<file path="src/rtl/tf_seq_if.sv">
// tf_seq_if: start/config, word-load handshake and generator-control bundle for tf_seq (abort under TF_SEQ_ABORT_EN)
`ifndef D_width
`define D_width 16
`endif
interface tf_seq_if #(
    parameter int NUM_BASE  = 15,
    parameter int NUM_CONST = 14
);
    logic                          start;
    logic [3:0]                    num_stages;
    logic [`D_width-1:0]           stage_depth;
    logic                          in_valid;
    logic [`D_width-1:0]           in_data;
    logic                          in_ready;
    logic                          adv;
    logic [NUM_BASE*`D_width-1:0]  TF_base_bus;
    logic [NUM_CONST*`D_width-1:0] TF_const_bus;
    logic                          TF_init_base;
    logic                          TF_init_const;
    logic                          TF_ren;
    logic                          TF_wen;
    logic [`D_width-1:0]           it_depth_cnt;
    logic [`D_width-1:0]           l;
    logic                          LAST_STAGE;
    logic                          busy;
    logic                          done;
`ifdef TF_SEQ_ABORT_EN
    logic                          abort;
`endif
    modport slave (
        input  start, num_stages, stage_depth, in_valid, in_data, adv,
`ifdef TF_SEQ_ABORT_EN
        input  abort,
`endif
        output in_ready, TF_base_bus, TF_const_bus, TF_init_base, TF_init_const,
               TF_ren, TF_wen, it_depth_cnt, l, LAST_STAGE, busy, done
    );
    modport master (
        output start, num_stages, stage_depth, in_valid, in_data, adv,
`ifdef TF_SEQ_ABORT_EN
        output abort,
`endif
        input  in_ready, TF_base_bus, TF_const_bus, TF_init_base, TF_init_const,
               TF_ren, TF_wen, it_depth_cnt, l, LAST_STAGE, busy, done
    );
endinterface

</file>
<file path="src/rtl/tf_seq.sv">
// tf_seq: twiddle-factor sequencer (load base/const words, init pulse, staged reads); TF_SEQ_ABORT_EN adds abort
`ifndef D_width
`define D_width 16
`endif
module tf_seq #(
    parameter int NUM_BASE  = 15,
    parameter int NUM_CONST = 14
) (
    input logic    clk,
    input logic    rst,
    tf_seq_if.slave tf
);
    localparam int W  = `D_width;
    localparam int CW = $clog2((NUM_BASE > NUM_CONST ? NUM_BASE : NUM_CONST) + 1);
    localparam logic [2:0] IDLE       = 3'd0;
    localparam logic [2:0] LOAD_BASE  = 3'd1;
    localparam logic [2:0] LOAD_CONST = 3'd2;
    localparam logic [2:0] INIT       = 3'd3;
    localparam logic [2:0] RUN        = 3'd4;
    localparam logic [2:0] DONE       = 3'd5;

    logic [2:0]             state_q, state_d;
    logic [3:0]             ns_q;
    logic [W-1:0]           sd_q;
    logic [W-1:0]           it_q, it_d;
    logic [W-1:0]           l_q, l_d;
    logic [CW-1:0]          wcnt_q, wcnt_d;
    logic [NUM_BASE*W-1:0]  base_q;
    logic [NUM_CONST*W-1:0] const_q;
    logic                   wen_q;
    logic                   abort_w, rdy, accept, wrap, last, ren, last_rd, zero;

`ifdef TF_SEQ_ABORT_EN
    assign abort_w = tf.abort && state_q != IDLE;
`else
    assign abort_w = 1'b0;
`endif

    // next-state, word counter and stage/read counters; abort overrides everything
    always_comb begin
        rdy     = state_q == LOAD_BASE || state_q == LOAD_CONST;
        accept  = tf.in_valid && rdy && !abort_w;
        wrap    = accept && (state_q == LOAD_BASE ? wcnt_q == CW'(NUM_BASE - 1)
                                                  : wcnt_q == CW'(NUM_CONST - 1));
        last    = state_q == RUN && l_q == W'(ns_q) - W'(1);
        ren     = state_q == RUN && tf.adv && !abort_w;
        last_rd = ren && it_q == sd_q - W'(1);
        zero    = ns_q == 4'd0 || sd_q == '0;
        state_d = abort_w                ? IDLE
                : state_q == IDLE        ? (tf.start ? LOAD_BASE : IDLE)
                : state_q == LOAD_BASE   ? (wrap ? LOAD_CONST : LOAD_BASE)
                : state_q == LOAD_CONST  ? (wrap ? INIT : LOAD_CONST)
                : state_q == INIT        ? (zero ? DONE : RUN)
                : state_q == RUN         ? (last_rd && last ? DONE : RUN)
                : IDLE;
        wcnt_d  = (!rdy || wrap) ? '0 : accept ? wcnt_q + CW'(1) : wcnt_q;
        it_d    = (state_q != RUN || last_rd) ? '0 : ren ? it_q + W'(1) : it_q;
        l_d     = state_q != RUN ? '0 : (last_rd && !last) ? l_q + W'(1) : l_q;
    end

    // control state, counters, configuration capture and delayed write-back strobe
    always_ff @(posedge clk or negedge rst) begin
        if (!rst) begin
            state_q <= IDLE;
            ns_q    <= '0;
            sd_q    <= '0;
            wcnt_q  <= '0;
            it_q    <= '0;
            l_q     <= '0;
            wen_q   <= 1'b0;
        end else begin
            state_q <= state_d;
            wcnt_q  <= wcnt_d;
            it_q    <= it_d;
            l_q     <= l_d;
            wen_q   <= ren && !last;
            if (state_q == IDLE && tf.start) begin
                ns_q <= tf.num_stages;
                sd_q <= tf.stage_depth;
            end
        end
    end

    // word store: accepted words land in the slot selected by the word counter
    always_ff @(posedge clk or negedge rst) begin
        if (!rst) begin
            base_q  <= '0;
            const_q <= '0;
        end else if (accept) begin
            for (int i = 0; i < NUM_BASE; i++)
                if (state_q == LOAD_BASE && wcnt_q == CW'(i)) base_q[i*W +: W] <= tf.in_data;
            for (int i = 0; i < NUM_CONST; i++)
                if (state_q == LOAD_CONST && wcnt_q == CW'(i)) const_q[i*W +: W] <= tf.in_data;
        end
    end

    assign tf.in_ready      = rdy;
    assign tf.TF_base_bus   = base_q;
    assign tf.TF_const_bus  = const_q;
    assign tf.TF_init_base  = state_q == INIT;
    assign tf.TF_init_const = state_q == INIT;
    assign tf.TF_ren        = ren;
    assign tf.TF_wen        = wen_q && !abort_w;
    assign tf.it_depth_cnt  = it_q;
    assign tf.l             = l_q;
    assign tf.LAST_STAGE    = last;
    assign tf.busy          = state_q != IDLE;
    assign tf.done          = state_q == DONE && !abort_w;
endmodule

</file>
<file path="src/flat_wrapper.sv">
// flat-port wrapper written by rule: the top's interface ports become plain ports
module tf_seq_flat 
#(
    parameter int NUM_BASE  = 15,
    parameter int NUM_CONST = 14
)
  (clk, rst, tf_start, tf_num_stages, tf_stage_depth, tf_in_valid, tf_in_data, tf_adv, tf_in_ready, tf_TF_base_bus, tf_TF_const_bus, tf_TF_init_base, tf_TF_init_const, tf_TF_ren, tf_TF_wen, tf_it_depth_cnt, tf_l, tf_LAST_STAGE, tf_busy, tf_done);
  tf_seq_if #(.NUM_BASE(NUM_BASE), .NUM_CONST(NUM_CONST)) tf_i ();
  input logic clk;
  input logic rst;
  input wire logic [$bits(tf_i.start)-1:0] tf_start;
  input wire logic [$bits(tf_i.num_stages)-1:0] tf_num_stages;
  input wire logic [$bits(tf_i.stage_depth)-1:0] tf_stage_depth;
  input wire logic [$bits(tf_i.in_valid)-1:0] tf_in_valid;
  input wire logic [$bits(tf_i.in_data)-1:0] tf_in_data;
  input wire logic [$bits(tf_i.adv)-1:0] tf_adv;
  output wire logic [$bits(tf_i.in_ready)-1:0] tf_in_ready;
  output wire logic [$bits(tf_i.TF_base_bus)-1:0] tf_TF_base_bus;
  output wire logic [$bits(tf_i.TF_const_bus)-1:0] tf_TF_const_bus;
  output wire logic [$bits(tf_i.TF_init_base)-1:0] tf_TF_init_base;
  output wire logic [$bits(tf_i.TF_init_const)-1:0] tf_TF_init_const;
  output wire logic [$bits(tf_i.TF_ren)-1:0] tf_TF_ren;
  output wire logic [$bits(tf_i.TF_wen)-1:0] tf_TF_wen;
  output wire logic [$bits(tf_i.it_depth_cnt)-1:0] tf_it_depth_cnt;
  output wire logic [$bits(tf_i.l)-1:0] tf_l;
  output wire logic [$bits(tf_i.LAST_STAGE)-1:0] tf_LAST_STAGE;
  output wire logic [$bits(tf_i.busy)-1:0] tf_busy;
  output wire logic [$bits(tf_i.done)-1:0] tf_done;
  assign tf_i.start = tf_start;
  assign tf_i.num_stages = tf_num_stages;
  assign tf_i.stage_depth = tf_stage_depth;
  assign tf_i.in_valid = tf_in_valid;
  assign tf_i.in_data = tf_in_data;
  assign tf_i.adv = tf_adv;
  assign tf_in_ready = tf_i.in_ready;
  assign tf_TF_base_bus = tf_i.TF_base_bus;
  assign tf_TF_const_bus = tf_i.TF_const_bus;
  assign tf_TF_init_base = tf_i.TF_init_base;
  assign tf_TF_init_const = tf_i.TF_init_const;
  assign tf_TF_ren = tf_i.TF_ren;
  assign tf_TF_wen = tf_i.TF_wen;
  assign tf_it_depth_cnt = tf_i.it_depth_cnt;
  assign tf_l = tf_i.l;
  assign tf_LAST_STAGE = tf_i.LAST_STAGE;
  assign tf_busy = tf_i.busy;
  assign tf_done = tf_i.done;
  tf_seq #(.NUM_BASE(NUM_BASE), .NUM_CONST(NUM_CONST)) u_core (.clk(clk), .rst(rst), .tf(tf_i));
endmodule
</file>
<file path="config.mk">
export PLATFORM = sky130hd
export DESIGN_NAME = tf_seq_flat
export DESIGN_NICKNAME = d
export VERILOG_FILES = /design/src/rtl/tf_seq_if.sv /design/src/rtl/tf_seq.sv /design/src/flat_wrapper.sv
export SDC_FILE = /design/constraint.sdc
export NUM_CORES = 1
export LEC_CHECK = 0
export ABC_AREA = 1
export CAP_MARGIN = 20
export CORE_MARGIN = 2
export CORE_UTILIZATION = 45
export DETAILED_ROUTE_END_ITERATION = 10
export GPL_ROUTABILITY_DRIVEN = 0
export HOLD_SLACK_MARGIN = 0.05
export PLACE_DENSITY = 0.81
export SLEW_MARGIN = 20
export SYNTH_ARGS = -nofsm -noshare
export SYNTH_HDL_FRONTEND = slang
export SYNTH_SLANG_ARGS = --single-unit
</file>
<file path="constraint.sdc">
create_clock -name clk -period 5.9 [get_ports clk]
set_clock_uncertainty 0.15 [all_clocks]
set_input_delay 1.77 -clock clk [delete_from_list [all_inputs] [get_ports clk]]
set_output_delay 1.77 -clock clk [all_outputs]
set_load 0.01 [all_outputs]
</file>
==> results of run 1 <==
[cell usage in the layout, fill, tap and decap left out, types with 5 or more instances in the layout]
cell type	synthesis	final
xor2_1	22	22
a21oi_1	20	20
clkdlybuf4s50_1	0	543
clkinv_2	0	11
nor3_1	17	17
nand3_1	35	35
nand4_1	9	9
nor2_4	5	5
clkbuf_1	140	10
bufinv_16	0	5
clkbuf_8	0	9
clkbuf_16	0	53
xnor2_1	12	12
nor2_1	100	100
inv_1	81	81
dfrtp_1	524	524
buf_4	1	26
mux2_2	10	10
inv_6	0	5
nand3_2	11	11
o21ai_0	473	473
nand2_1	632	631
nor4_1	5	5
ha_1	10	10
nor3_2	7	7
[registers in the layout, summed over array words and instances (netlist names)]
signal	flops
u_core.ns_q	4
u_core.sd_q	16
u_core.state_q	3
u_core.tf.TF_base_bus	240
u_core.tf.TF_const_bus	224
u_core.tf.TF_wen	1
u_core.tf.it_depth_cnt	16
u_core.tf.l	16
u_core.wcnt_q	4
[per-stage QoR]
| stage | std cells | util (%) | setup slack [ns] |
|---|---|---|---|
| 5_1_grt | 3267 | 62.3 | 0.734 |
| 6_report | 3268 | 62.3 | 0.774 |
| 4_1_cts | 3266 | 62.3 | 0.780 |
| 3_3_place_gp | 3169 | 58.4 | 0.828 |
| 3_5_place_dp | 3169 | 58.4 | 0.803 |
| 2_1_floorplan | 2145 | - | 1.94 |
[tightest hold or removal path, delay by kind of cell, from the launching register on]
kind            cells  cell delay (ns)
compound gates      1             0.06
simple gates        1             0.05
flops               1             0.34
[area by class of cell]
class | count | share of cell area [%]
Antenna cell | 1 | 0.00888
Clock buffer | 72 | 5.28
Clock inverter | 25 | 0.990
Inverter | 83 | 1.11
Multi-Input combinational cell | 1388 | 23.0
Sequential cell | 524 | 46.5
Tap cell | 600 | 2.66
Timing Repair Buffer | 575 | 20.4
[metal layers]
| layer | routed length, um | track usage, % |
|---|---|---|
| met1 | 27000 | 36.2 |
| met2 | 32800 | 47.1 |
| met3 | 6650 | 8.23 |
| met4 | 3010 | 12.1 |
| met5 | 0 | 0 |
[worst paths after layout]
kind	start	to	slack, ns	cells after the start
max	tf_adv	tf_TF_ren	0.77	4
min reg2reg	u_core.tf.TF_base_bus[68]	u_core.tf.TF_base_bus[68]	0.33	2
min	u_core.tf.TF_base_bus[68]	u_core.tf.TF_base_bus[68]	0.33	2
min in group asynchronous	rst	u_core.tf.l[13]	1.11	1
max reg2reg	u_core.sd_q[0]	u_core.tf.l[2]	2.97	15
max in group asynchronous	rst	u_core.tf.TF_base_bus[16]	3.21	2
[logic make-up (layout without fill, tap and decap cells)]
family,Yosys count,count (layout),share of synthesized area [%]
flip-flops,524,524,63.8
AND/OR/NAND/NOR,838,838,16.9
buffers and inverters,233,755,4.58
other,0,1,0
AO/OA/AOI/OAI,496,496,12.1
adder cells (fa/ha/maj),10,10,0.609
multiplexers,10,10,0.548
XOR/XNOR,34,34,1.45
[power breakdown]
group	switching [mW]	internal, mW
clock	1.43	1.99
combinational	0.243	0.114
sequential	0.0395	3.61
==> run metrics, run 1 <==
Rel. slew slack=28.6%; critical path's slowest cell=clkdlybuf4s50_1; status=finished, final reports clean; vias in the first global route=17400; DR vias=17600; clock root buffer=clkbuf_16; cts bufs inserted=52; Synth Flop Type=dfrtp_1; synthesized area=20500 sq um; worst path cell trace=clkdlybuf4s50_1, nand3_1, inv_1, clkdlybuf4s50_1; Clock H-tree levels=2; total power=7.43 mW; post-CTS setup buffers=0; post-synthesis sequential area ratio=63.8%; max-slew violations=0; DP Area=26400 sq um; first-pass GRT wire length=104000 um; setup TNS=0 ns; leakage=12.5 nW; Async SR Flop Fraction=100%; number of vias per cell=5.38; family with the most delay on the worst path=buffers and inverters; PD cells=264 nW/um^2; Die X-Extent=218 um; WHS=0.331 ns; Seq cells post-synth=524; area leader, netlist=dfrtp_1; Initial Utilization=45.5%; worst-margin pin slew=1.07 ns; count leader, synth=nand2_1; Post-Route WL=69400 um; # IOs=545; Commonest cells post-synth=nand2_1 (632), dfrtp_1 (524), o21ai_0 (473), clkbuf_1 (140), nor2_1 (100); min-delay worst type=reg2reg; Startpoint Class=input port; Core ar.=45200 sq um; final setup vio count=0; CP Data Required Time=3.98 ns; Clock Sinks=524; Synth area leaders=dfrtp_1 (64%), nand2_1 (12%), o21ai_0 (12%); clock slew at reported path FFs=0.06 ns; die footprint=47400 sq um; Setup CP Type=in2out; Min Clock Period, post-route=5.13 ns; Yosys top cell area share=63.8%; DRC=0; Syn Inst Count=2145; CP endpoint kind=output port; Synthesized Nets=2196; remaining antenna violation count=0; Post-CTS Hold Buffers=0; crit path DAT=3.21 ns; DRT iter0 DRCs=1442; Fin. Hold Viols=0; Clock Path Buffers=3; share of cells above drive strength 1=6.15%; RSZ-0062 raised after global routing=no; clock latency on the worst-skew pair=0.58 ns; Layout area overhead=37.2%; final instance area=28200 sq um; register area=13100 sq um; Post-synth EDFFs=0; Worst VDD drop=0.255 mV; gr usage total=28.9%; post_cts resized=0; CTS tree=yes; Final Cycle Share=86.9%; worst-path fanout max=5; fillers=3513; Die Ht=218 um; port buffer count=544; maxcap violations=0; Crit path top cell by count=clkdlybuf4s50_1; DR WL/cell=21.3 um; Synth cell types=35; Nets=2675; area of the multi-input gates=6490 sq um; Achievable Freq=195 MHz; pin count of the biggest net entering global routing=104; Ys Warns=0; Mapped Avg Cell Area=9.58 sq um; max incr delay on CP=0.57 ns; initial antenna violation count=1; GR Overflow Total=0; drt pass-1 iters=7; Critical path buffers and inverters=3; Final HPWL DP=45200 um; Cell Rows=78
Power figures use the tool's default switching activity.
==> run 2, diff against run 1 <==
--- a/config.mk
+++ b/config.mk
@@ -8,11 +8,11 @@
 export ABC_AREA = 1
 export CAP_MARGIN = 20
 export CORE_MARGIN = 2
-export CORE_UTILIZATION = 45
+export CORE_UTILIZATION = 25
 export DETAILED_ROUTE_END_ITERATION = 10
 export GPL_ROUTABILITY_DRIVEN = 0
 export HOLD_SLACK_MARGIN = 0.05
-export PLACE_DENSITY = 0.81
+export PLACE_DENSITY = 0.53
 export SLEW_MARGIN = 20
 export SYNTH_ARGS = -nofsm -noshare
 export SYNTH_HDL_FRONTEND = slang
==> run metrics, run 2 (synthesis gave the netlist of run 1 again) <==
Final Cycle Share=87.3% (+0.44 points); port buffer count=544 (unchanged); Finished Layout Cells=3747 (+15%); min setup slack post-route=0.748 ns (-0.0263 ns); drt pass-1 iters=4 (-3); Rel. slew slack=27.3% (-1.3 points); fillers=8387 (+140%); Crit path top cell by count=clkdlybuf4s50_1; DR WL/cell=20.4 um (-4.2%); number of vias per cell=4.43 (-18%); power share of the clock group=49.6% (+3.6 points); clock root buffer=clkbuf_16; worst-margin pin slew=1.09 ns (+0.0199 ns); clock latency on the worst-skew pair=0.63 ns (+0.05 ns); Clock Path Buffers=3 (unchanged); CP Data Required Time=3.98 ns (about the same); Clock H-tree levels=2 (unchanged); Setup WS pre-CTS=0.734 ns (-0.0691 ns); initial antenna violation count=4 (+3); Core ar.=81700 sq um (+81%); max incr delay on CP=0.56 ns (about the same); CP endpoint kind=output port; placed cells=3626 (+14%); Die X-Extent=291 um (+34%); DRT iter0 DRCs=1094 (-24%); Internal Power=6.10 mW (+6.7%); clock slew at reported path FFs=0.06 ns (about the same); WHS=0.331 ns (-0.0000210 ns); Cell Rows=105 (+35%); # IOs=545 (unchanged); Post-Route WL=76300 um (+9.8%); worst-path fanout max=5 (unchanged); vias in the first global route=16200 (-6.8%); Die Ht=291 um (+34%); pin count of the biggest net entering global routing=105 (+0.96%); Layout area overhead=41.8%; final setup vio count=0 (unchanged); die footprint=84500 sq um (+78%); status=finished, final reports clean; sequential share of power=45.9% (-3.3 points); Achievable Freq=194 MHz (-0.51%); remaining antenna violation count=0 (unchanged); CTS tree=yes; maxcap violations=0 (unchanged); worst path cell trace=clkdlybuf4s50_1, nand3_1, inv_1, clkdlybuf4s50_1; critical path's slowest cell=clkdlybuf4s50_1; most frequent cells in the layout=nand2_1 (622), clkdlybuf4s50_1 (543), dfrtp_1 (524); Psw=1.85 mW (+8.4%); DRC=0 (unchanged); Worst VDD drop=0.223 mV (-12%); setup TNS=0 ns (unchanged); Fin. Hold Viols=0 (unchanged); Initial Utilization=25.1% (-20 points); gr usage total=17.9% (-11 points); first-pass GRT wire length=113000 um (+8.4%); commonest non-fill, non-tap cell in the layout=nand2_1; Sw Share=23.3% (+0.29 points); GR Overflow Total=0 (unchanged); post-CTS setup buffers=0 (unchanged); DR vias=16600 (-5.6%); Startpoint Class=input port; Setup CP Type=in2out; Nets=2676 (+0.037%); number of flip-flops in the largest register=240 (unchanged); share of cells above drive strength 1=7.23% (+1.1 points); Final HPWL DP=48900 um (+8.3%); cts bufs inserted=61 (+17%); crit path DAT=3.23 ns (+0.02 ns); post_cts resized=0 (unchanged); Clock Sinks=524 (unchanged); total power=7.95 mW (+7.1%); leakage=12.7 nW (+1.1%); PD cells=273 nW/um^2 (+3.6%); RSZ-0062 raised after global routing=no; min-delay worst type=reg2reg; Post-CTS Hold Buffers=0 (unchanged); max-slew violations=0 (unchanged); Min Clock Period, post-route=5.15 ns (+0.0263 ns); Comb power frac=4.5% (-0.3 points)
## run 2: changes by cell type in the layout (fill, tap and decap cells not counted), moves of 9 or more
cell	delta
inv_1	-16
inv_2	+16
buf_4	-13
clkbuf_16	+9
nand2_1	-9
nand2_2	+9
## run 2: area by class of cell
class	count	area (sq um)	area share, %
multi-input cells	1388	6510	22.4
clock buffers	86	1800	6.19
diodes	8	20.0	0.0688
repair buffers	567	5720	19.7
well taps	1070	1340	4.60
inverters	83	312	1.07
clock inverters	21	298	1.02
flip-flops and latches	524	13100	45.0
## run 2: path summary, 6_finish.rpt
kind                                                   from                          end  slack [ns]  depth (start not counted)
worst min register to register  u_core.tf.TF_const_bus[109]  u_core.tf.TF_const_bus[109]        0.33                          2
max in group asynchronous                               rst               u_core.tf.l[9]        3.41                          2
worst min-delay path            u_core.tf.TF_const_bus[109]  u_core.tf.TF_const_bus[109]        0.33                          2
worst max register to register               u_core.sd_q[0]    u_core.tf.it_depth_cnt[2]        2.99                         15
min in group asynchronous                               rst   u_core.tf.TF_base_bus[144]        1.05                          1
worst max-delay path                                 tf_adv                    tf_TF_ren        0.75                          4
## run 2: critical path, delay by kind of cell
family	cells	cell delay, ns
buf+inv	3	1.27
simple gates	1	0.18
## run 2: power groups by stage
stage | clock network [mW] | logic (mW) | registers [mW]
floorplan | 0 | 0.111 | 3.72
global placement | 0 | 0.368 | 3.72
detailed placement | 0 | 0.367 | 3.72
CTS | 4.07 | 0.368 | 3.65
global route | 4.22 | 0.397 | 3.65
finish | 3.95 | 0.357 | 3.65
## run 2: metrics by stage
| step | cell area (sq um) | util (%) |
|---|---|---|
| 4_1_cts | 29000 | 35.5 |
| 3_3_place_gp | 26900 | 32.9 |
| 3_5_place_dp | 26900 | 32.9 |
| 2_1_floorplan | 20500 | - |
| 5_1_grt | 29100 | 35.6 |
| 6_report | 29100 | 35.6 |
## run 2: routing by layer
layer / share of wire [%] / GRT usage, %
met5: 0.021 / 0
met4: 2.6 / 5.09
met3: 8.0 / 5.62
met2: 45 / 27.8
met1: 44 / 23.8
==> run 3, diff against run 2 <==
==> constraint.sdc (replaced) <==
create_clock -name clk -period 6.13 [get_ports clk]
set_clock_uncertainty 0.15 [all_clocks]
set_input_delay 1.839 -clock clk [delete_from_list [all_inputs] [get_ports clk]]
set_output_delay 1.839 -clock clk [all_outputs]
set_load 0.01 [all_outputs]
==> run metrics, run 3 (synthesis gave the netlist of run 1 again) <==
status=finished, final reports clean; initial antenna violation count=9 (+5); worst r2r src=u_core.sd_q[0]; vias in the first global route=16100 (-0.82%); max-slew violations=0 (unchanged); RSZ-0062 raised after global routing=no; remaining antenna violation count=0 (unchanged); share of cells above drive strength 1=6.93% (-0.30 points); drt pass-1 iters=5 (+1); first-pass GRT wire length=113000 um (-0.24%); Clock Sinks=524 (unchanged); R2R setup slack=3.23 ns (+0.24 ns); critical path's slowest cell=clkdlybuf4s50_1; Achievable Freq=188 MHz; GR Overflow Total=0 (unchanged); max incr delay on CP=0.57 ns (about the same); DRC=0 (unchanged); maxcap violations=0 (unchanged); Core ar.=81700 sq um (unchanged); Clock H-tree levels=2 (unchanged); CP Data Required Time=4.14 ns (+0.16 ns); Layout area overhead=41.2%; CP endpoint kind=output port; Fin. Hold Viols=0 (unchanged); DR WL/cell=20.4 um (about the same); leakage=12.6 nW (-0.44%); worst path cell trace=clkdlybuf4s50_1, nand3_1, inv_1, clkdlybuf4s50_1; clock latency on the worst-skew pair=0.62 ns (about the same); CTS tree=yes; # IOs=545 (unchanged); Final Cycle Share=86.6%; Nets=2671 (-0.19%); Min Clock Period, post-route=5.31 ns; post-CTS setup buffers=0 (unchanged); pin count of the biggest net entering global routing=107 (+1.9%); worst-margin pin slew=1.07 ns (-0.0203 ns); fillers=8385 (-0.024%); port buffer count=544 (unchanged); min-delay worst type=reg2reg; crit path DAT=3.32 ns (+0.09 ns); clock root buffer=clkbuf_16; setup TNS=0 ns (unchanged); most frequent cells in the layout=nand2_1 (623), clkdlybuf4s50_1 (543), dfrtp_1 (524); Setup CP Type=in2out; Die X-Extent=291 um (unchanged); Worst VDD drop=0.186 mV (-17%); clock slew at reported path FFs=0.06 ns (about the same); Startpoint Class=input port; PD cells=262 nW/um^2 (-4.2%); DR vias=16500 (-0.53%); final setup vio count=0 (unchanged); Finished Layout Cells=3741 (-0.16%); number of vias per cell=4.42 (-0.37%); Die Ht=291 um (unchanged); Final HPWL DP=49200 um (+0.62%); Rel. slew slack=28.8% (+1.5 points); DRT iter0 DRCs=1122 (+2.6%); critical hold path startpoint=u_core.tf.TF_base_bus[121]; R2R cell count=15 (unchanged); Initial Utilization=25.1% (unchanged); placed cells=3625 (-0.028%); post_cts resized=0 (unchanged); gr usage total=17.7% (-0.10 points); worst-path fanout max=5 (unchanged); Cell Rows=105 (unchanged); commonest non-fill, non-tap cell in the layout=nand2_1; Post-Route WL=76200 um (about the same); Clock Path Buffers=3 (unchanged); worst r2r dst=u_core.tf.l[1]; hold depth=2 (unchanged); worst hold endpoint=u_core.tf.TF_base_bus[121]; number of flip-flops in the largest register=240 (unchanged); Crit path top cell by count=clkdlybuf4s50_1; die footprint=84500 sq um (unchanged); cts bufs inserted=60 (-1.6%); Post-CTS Hold Buffers=0 (unchanged)
-- run 3: how the worst max path moves through the flow --
stage / startpoint / depth (start not counted) / slack [ns] / endpoint
final: tf_adv / 4 / 0.82 / tf_TF_ren
after global routing: tf_adv / 4 / 0.77 / tf_TF_ren
after CTS: tf_adv / 4 / 0.82 / tf_TF_ren
after detailed placement: tf_adv / 4 / 0.83 / tf_TF_ren
after global placement: tf_adv / 4 / 0.83 / tf_TF_ren
after floorplan: tf_adv / 2 / 2.03 / tf_TF_ren
-- run 3: final cells by class --
type | count | area [sq um] | share of cell area, %
clock inverters | 17 | 235 | 0.811
well taps | 1070 | 1340 | 4.62
flip-flops and latches | 524 | 13100 | 45.2
clock buffers | 93 | 1820 | 6.26
diodes | 3 | 7.51 | 0.0259
inverters | 83 | 312 | 1.07
repair buffers | 563 | 5660 | 19.5
multi-input cells | 1388 | 6510 | 22.5
-- run 3: per-stage QoR --
stage / worst slack (ns) / utilization, % / power, mW / cell area [sq um] / hold slack (ns)
after global placement: 0.835 / 32.9 / 3.93 / 26800 / 0.314
after CTS: 0.822 / 35.4 / 7.70 / 28900 / 0.336
final: 0.822 / 35.5 / 7.58 / 29000 / 0.330
after detailed placement: 0.826 / 32.9 / 3.93 / 26900 / 0.322
after global routing: 0.772 / 35.5 / 7.87 / 29000 / 0.353
after floorplan: 2.03 / - / 3.68 / 20500 / 0.365
-- run 3: report_power, final --
| group | leakage (nW) | total, mW | internal (mW) | switching (mW) |
|---|---|---|---|---|
| combinational | 4.37 | 0.340 | 0.101 | 0.238 |
| clock | 1.01 | 3.73 | 2.23 | 1.50 |
| sequential | 7.25 | 3.52 | 3.48 | 0.0361 |
-- run 3: metal layers --
metal,part of all wire (%),global-route usage [%],vias up
li1,-,-,7890
met1,44,23.7,7981
met2,46,28.1,552
met3,8.2,5.49,97
met4,2.3,4.28,2
met5,0.017,0,-
-- run 3: worst max-delay path, delay by kind of cell --
kind | cells | cell delay [ns]
AND/OR/NAND/NOR | 1 | 0.20
buffers and inverters | 3 | 1.28
==> edit 1, RTL diff (config.mk and constraints of run 3) <==
Make the reset (`rst`) synchronous in 2 clocked blocks.
--- a/src/rtl/tf_seq.sv
+++ b/src/rtl/tf_seq.sv
@@ -59,7 +59,7 @@
     end
 
     // control state, counters, configuration capture and delayed write-back strobe
-    always_ff @(posedge clk or negedge rst) begin
+    always_ff @(posedge clk) begin
         if (!rst) begin
             state_q <= IDLE;
             ns_q    <= '0;
@@ -82,7 +82,7 @@
     end
 
     // word store: accepted words land in the slot selected by the word counter
-    always_ff @(posedge clk or negedge rst) begin
+    always_ff @(posedge clk) begin
         if (!rst) begin
             base_q  <= '0;
             const_q <= '0;
Check against the original RTL: differs if rst is asserted again (counterexample within 4 cycles, from zero or initial values and one cycle with rst low); with rst held inactive, the same outputs for 4 cycles.
==> edit 1 against run 3 <==
  * Largest power group unchanged
  * Synthesized area decreased by 2.6%
  * Setup slack better by 0.0051 ns
  * Clock power is 5% lower
  * Register-to-register slack lost 0.50 ns
  * Final area shrank 2.7%
  * Power decreased by 2.7%
  * Critical endpoint unchanged
  * Wire length is 9.4% higher
  * Via count rose by 16%
  * Utilization is 0.18 points higher
  * Critical path type unchanged
  * Sequential cell count unchanged
==> edit 1: results (changes against run 3) <==
run_status:
  outcome: "finished clean"
cells_and_area:
  num-multi-input-gates: 1863  # +34%
  final.signal_inverter_count: 149  # +80%
  multi_input_area_um2: 8300  # +27%
  area.share.sequential_pct: 37.2  # -8.1 points
  clock_area_share_pct: 6.71  # -0.37 points
  diodes: 0  # -3
  layout.nets: 3224  # +21%
  flops_and_latches: 524  # unchanged
  fillerInstances: 8331  # -0.64%
  bufAreaShareNonClock_pct: 20.1  # +0.54 points
drt:
  met1_length_um: 35900  # +7.0%
  detail_routed_net_length_per_standard_cell_um: 19.6  # -4.0%
  avgViaCountPerCell: 4.49  # +1.6%
  detailedRoute.firstIterationViolations: 1489  # +33%
  met3_wl_um: 5740  # -7.7%
grt:
  grt_pass1_vias: 17800  # +11%
  gr-usage-all-layers_pct: 19.4  # +1.6 points
  grt_pass1_wl_um: 120000  # +6.3%
  grt_start_max_net_pins: 203  # +90%
  antenna_found_initial: 3  # -6
  grtUsageMet1_pct: 24.3  # +0.68 points
  grt.met2_usage_pct: 32.4  # +4.3 points
synth:
  postSynthNetCount: 2754  # +25%
  netlist_top_cells_count: "983 x sky130_fd_sc_hd__nor2_1, 524 x sky130_fd_sc_hd__dfxtp_1, 468 x sky130_fd_sc_hd__o21ai_0"
  synth_fa_ha_area_share_pct: 0.563  # -0.046 points
  synthesized_area_fraction_occupied_by_xor_and_xnor_cells_pct: 1.40  # -0.049 points
  synth.top_cells.by_area: "sky130_fd_sc_hd__dfxtp_1 52%, sky130_fd_sc_hd__nor2_1 18%, sky130_fd_sc_hd__o21ai_0 12%"
  asyncSetResetFlopFracSynth_pct: 0  # -100 points
  synth.mux.area_fraction_pct: 0  # -0.55 points
  synth-compound-area-share_pct: 13.8  # +1.7 points
  yosysSeqAreaShare_pct: 52.4  # -11 points
placed_design:
  detailedPlacementHpwl_um: 52900  # +7.6%
worst_setup_path:
  regToRegEndpoint: "u_core.tf.TF_base_bus[202]$_SDFFE_PN0P_"
  crit_arrival_ns: 3.31  # about the same
  critical_path.max_fanout: 9  # +4
  ff2ff_path_depth: 7  # -8
  r2r_slack_ns: 2.73  # -0.50 ns
worst_hold_path:
  timing.hold.worst_endpoint: "u_core.tf.TF_base_bus[225]$_SDFFE_PN0P_"
clock_network:
  cts-root-buf: "sky130_fd_sc_hd__clkbuf_16"
  cts-buffers-inserted: 59  # -1.7%
power:
  swShare_pct: 24.2  # +0.83 points
  power.clock.fraction_pct: 48.1  # -1.1 points
  irDropWorstVdd_uv: 202  # +8.6%
  static_leakage_nw: 11.4  # -9.6%
  combPwrFrac_pct: 5.4  # +0.9 points
timing:
  worst_slew_pin_slew_ns: 1.12  # +0.0509 ns
## edit 1: cell count changes after synthesis, sizes merged, moves of 4 or more
| cell | run 3 | this run |
|---|---|---|
| mux2 | 10 | 0 |
| clkinv | 1 | 5 |
| nand4 | 9 | 26 |
| o21ai | 473 | 488 |
| nor2 | 108 | 1016 |
| buf | 10 | 26 |
| nand2 | 638 | 164 |
| nor3 | 24 | 16 |
| dfxtp | 0 | 524 |
| nand3 | 46 | 42 |
| inv | 82 | 144 |
| dfrtp | 524 | 0 |
| a21oi | 20 | 58 |
## edit 1: metrics by stage
step	setup WS [ns]	hold WS [ns]	area (µm²)	instances	utilization, %
final	0.827	0.295	28200	4261	35.7
after global routing	0.728	0.311	28200	4261	35.7
after CTS	0.794	0.296	28200	4260	35.6
after detailed placement	0.793	0.287	26300	4162	33.2
after floorplan	1.98	0.307	20000	2704	-
after global placement	0.811	0.282	26300	4162	33.2
==> edit 2, RTL diff (config.mk and constraints of run 3) <==
Without the edit above. `NUM_CONST` is set to 14 in 3 places; all go to 15.
--- a/src/rtl/tf_seq_if.sv
+++ b/src/rtl/tf_seq_if.sv
@@ -4,7 +4,7 @@
 `endif
 interface tf_seq_if #(
     parameter int NUM_BASE  = 15,
-    parameter int NUM_CONST = 14
+    parameter int NUM_CONST = 15
 );
     logic                          start;
     logic [3:0]                    num_stages;
--- a/src/rtl/tf_seq.sv
+++ b/src/rtl/tf_seq.sv
@@ -4,7 +4,7 @@
 `endif
 module tf_seq #(
     parameter int NUM_BASE  = 15,
-    parameter int NUM_CONST = 14
+    parameter int NUM_CONST = 15
 ) (
     input logic    clk,
     input logic    rst,
--- a/src/flat_wrapper.sv
+++ b/src/flat_wrapper.sv
@@ -2,7 +2,7 @@
 module tf_seq_flat 
 #(
     parameter int NUM_BASE  = 15,
-    parameter int NUM_CONST = 14
+    parameter int NUM_CONST = 15
 )
   (clk, rst, tf_start, tf_num_stages, tf_stage_depth, tf_in_valid, tf_in_data, tf_adv, tf_in_ready, tf_TF_base_bus, tf_TF_const_bus, tf_TF_init_base, tf_TF_init_const, tf_TF_ren, tf_TF_wen, tf_it_depth_cnt, tf_l, tf_LAST_STAGE, tf_busy, tf_done);
   tf_seq_if #(.NUM_BASE(NUM_BASE), .NUM_CONST(NUM_CONST)) tf_i ();
Ports: changed (resized tf_TF_const_bus); port bits go from 545 to 561. The function was not compared with the original's and may differ.
==> edit 2 against run 3 <==
  * Die area is 3.2% higher
  * Final area is 3.5% higher
  * Count of clock-buffer cells in the layout is 4 higher
  * Largest power group unchanged
  * Via count is 3.7% higher
  * Setup slack better by 0.13 ns
  * Hold slack better by 0.00051 ns
  * Critical path type unchanged
  * Wire length is 4.0% higher
  * Sequential cell count is 16 higher
  * Synthesized area is 3.3% higher
  * Power is 2.8% higher
  * Sequential power is 3% higher
  * Sequential share of layout area is 0.20 points lower
  * Highest routed layer unchanged
==> edit 2: results (changes against run 3) <==
drt:
  met3_wl_um: 6960  # +12%
  detail_route.first_pass.iterations: 7  # +2
  drt-total-wl_um: 79300  # +4.0%
  met1_length_um: 34900  # +4.1%
  detailroute.via_count: 17100  # +3.7%
  detailedRoute.firstIterationViolations: 1157  # +3.1%
grt:
  grt_start_max_net_pins: 104  # -2.8%
  grt.met2_usage_pct: 27.8  # -0.25 points
  gr-usage-all-layers_pct: 18.0  # +0.25 points
  grt_pass1_wl_um: 116000  # +3.0%
power:
  irDropWorstVdd_uv: 170  # -8.8%
  pwr.group.clock_mw: 3.84  # +3%
  net-switching-power_mw: 1.89  # +6.8%
  static_leakage_nw: 13.0  # +2.9%
  seq_power_mw: 3.62  # +3%
worst_setup_path:
  r2r_startpoint: "u_core.state_q[1]$_DFF_PN0_"
  ff2ff_path_depth: 3  # -12
  regToRegEndpoint: "u_core.tf.TF_base_bus[18]$_DFFE_PN0P_"
synth:
  synth_fa_ha_area_share_pct: 0.590  # -0.019 points
  post_synth_num_cell_types: 40  # +14%
  synth.mux.area_fraction_pct: 0.425  # -0.12 points
  yosysSeqAreaShare_pct: 63.7  # -0.14 points
  synthesized_area_fraction_occupied_by_xor_and_xnor_cells_pct: 1.45  # -0.0048 points
  netlist_top_cells_count: "638 x sky130_fd_sc_hd__nand2_1, 540 x sky130_fd_sc_hd__dfrtp_1, 483 x sky130_fd_sc_hd__o21ai_0"
  synth.top_cells.by_area: "sky130_fd_sc_hd__dfrtp_1 64%, sky130_fd_sc_hd__o21ai_0 11%, sky130_fd_sc_hd__nand2_1 11%"
  number_of_standard_cells_after_synthesis: 2225  # +3.7%
placed_design:
  detailedPlace.worstSlack_ns: 0.966  # +0.139 ns
  dpl-instance-area_um2: 27900  # +3.7%
  detailedPlacementHpwl_um: 51800  # +5.2%
  placed_cells: 3785  # +4.4%
worst_hold_path:
  hp-start: "u_core.tf.TF_const_bus[123]$_DFFE_PN0P_"
clock_network:
  cts-buffers-inserted: 66  # +10%
  cts_max_level: 3  # +1
run_status:
  outcome: "finished clean"
timing:
  max_clock_freq_mhz: 193  # +2.6%
  slew-limit-headroom_pct: 29.1  # +0.24 points
-- edit 2: cell count changes in the layout (fill, tap and decap cells not counted), moves of 7 or more --
cell | before | now
sky130_fd_sc_hd__nand3_1 | 35 | 54
sky130_fd_sc_hd__clkdlybuf4s50_1 | 543 | 559
sky130_fd_sc_hd__dfrtp_1 | 524 | 540
sky130_fd_sc_hd__nand2_2 | 12 | 26
sky130_fd_sc_hd__nor3_1 | 17 | 30
sky130_fd_sc_hd__nor2_1 | 100 | 89
sky130_fd_sc_hd__nand3_2 | 11 | 1
sky130_fd_sc_hd__o21ai_0 | 473 | 483
sky130_fd_sc_hd__clkbuf_8 | 19 | 10
sky130_fd_sc_hd__clkbuf_1 | 14 | 21
-- edit 2: layout make-up --
type / instances / area [µm²]
diodes: 3 / 7.51
clock buffers: 97 / 1870
clock inverters: 18 / 241
fillers: 8603 / 53800
inverters: 87 / 327
multi-input cells: 1443 / 6800
flip-flops and latches: 540 / 13500
well taps: 1134 / 1420
repair buffers: 582 / 5830
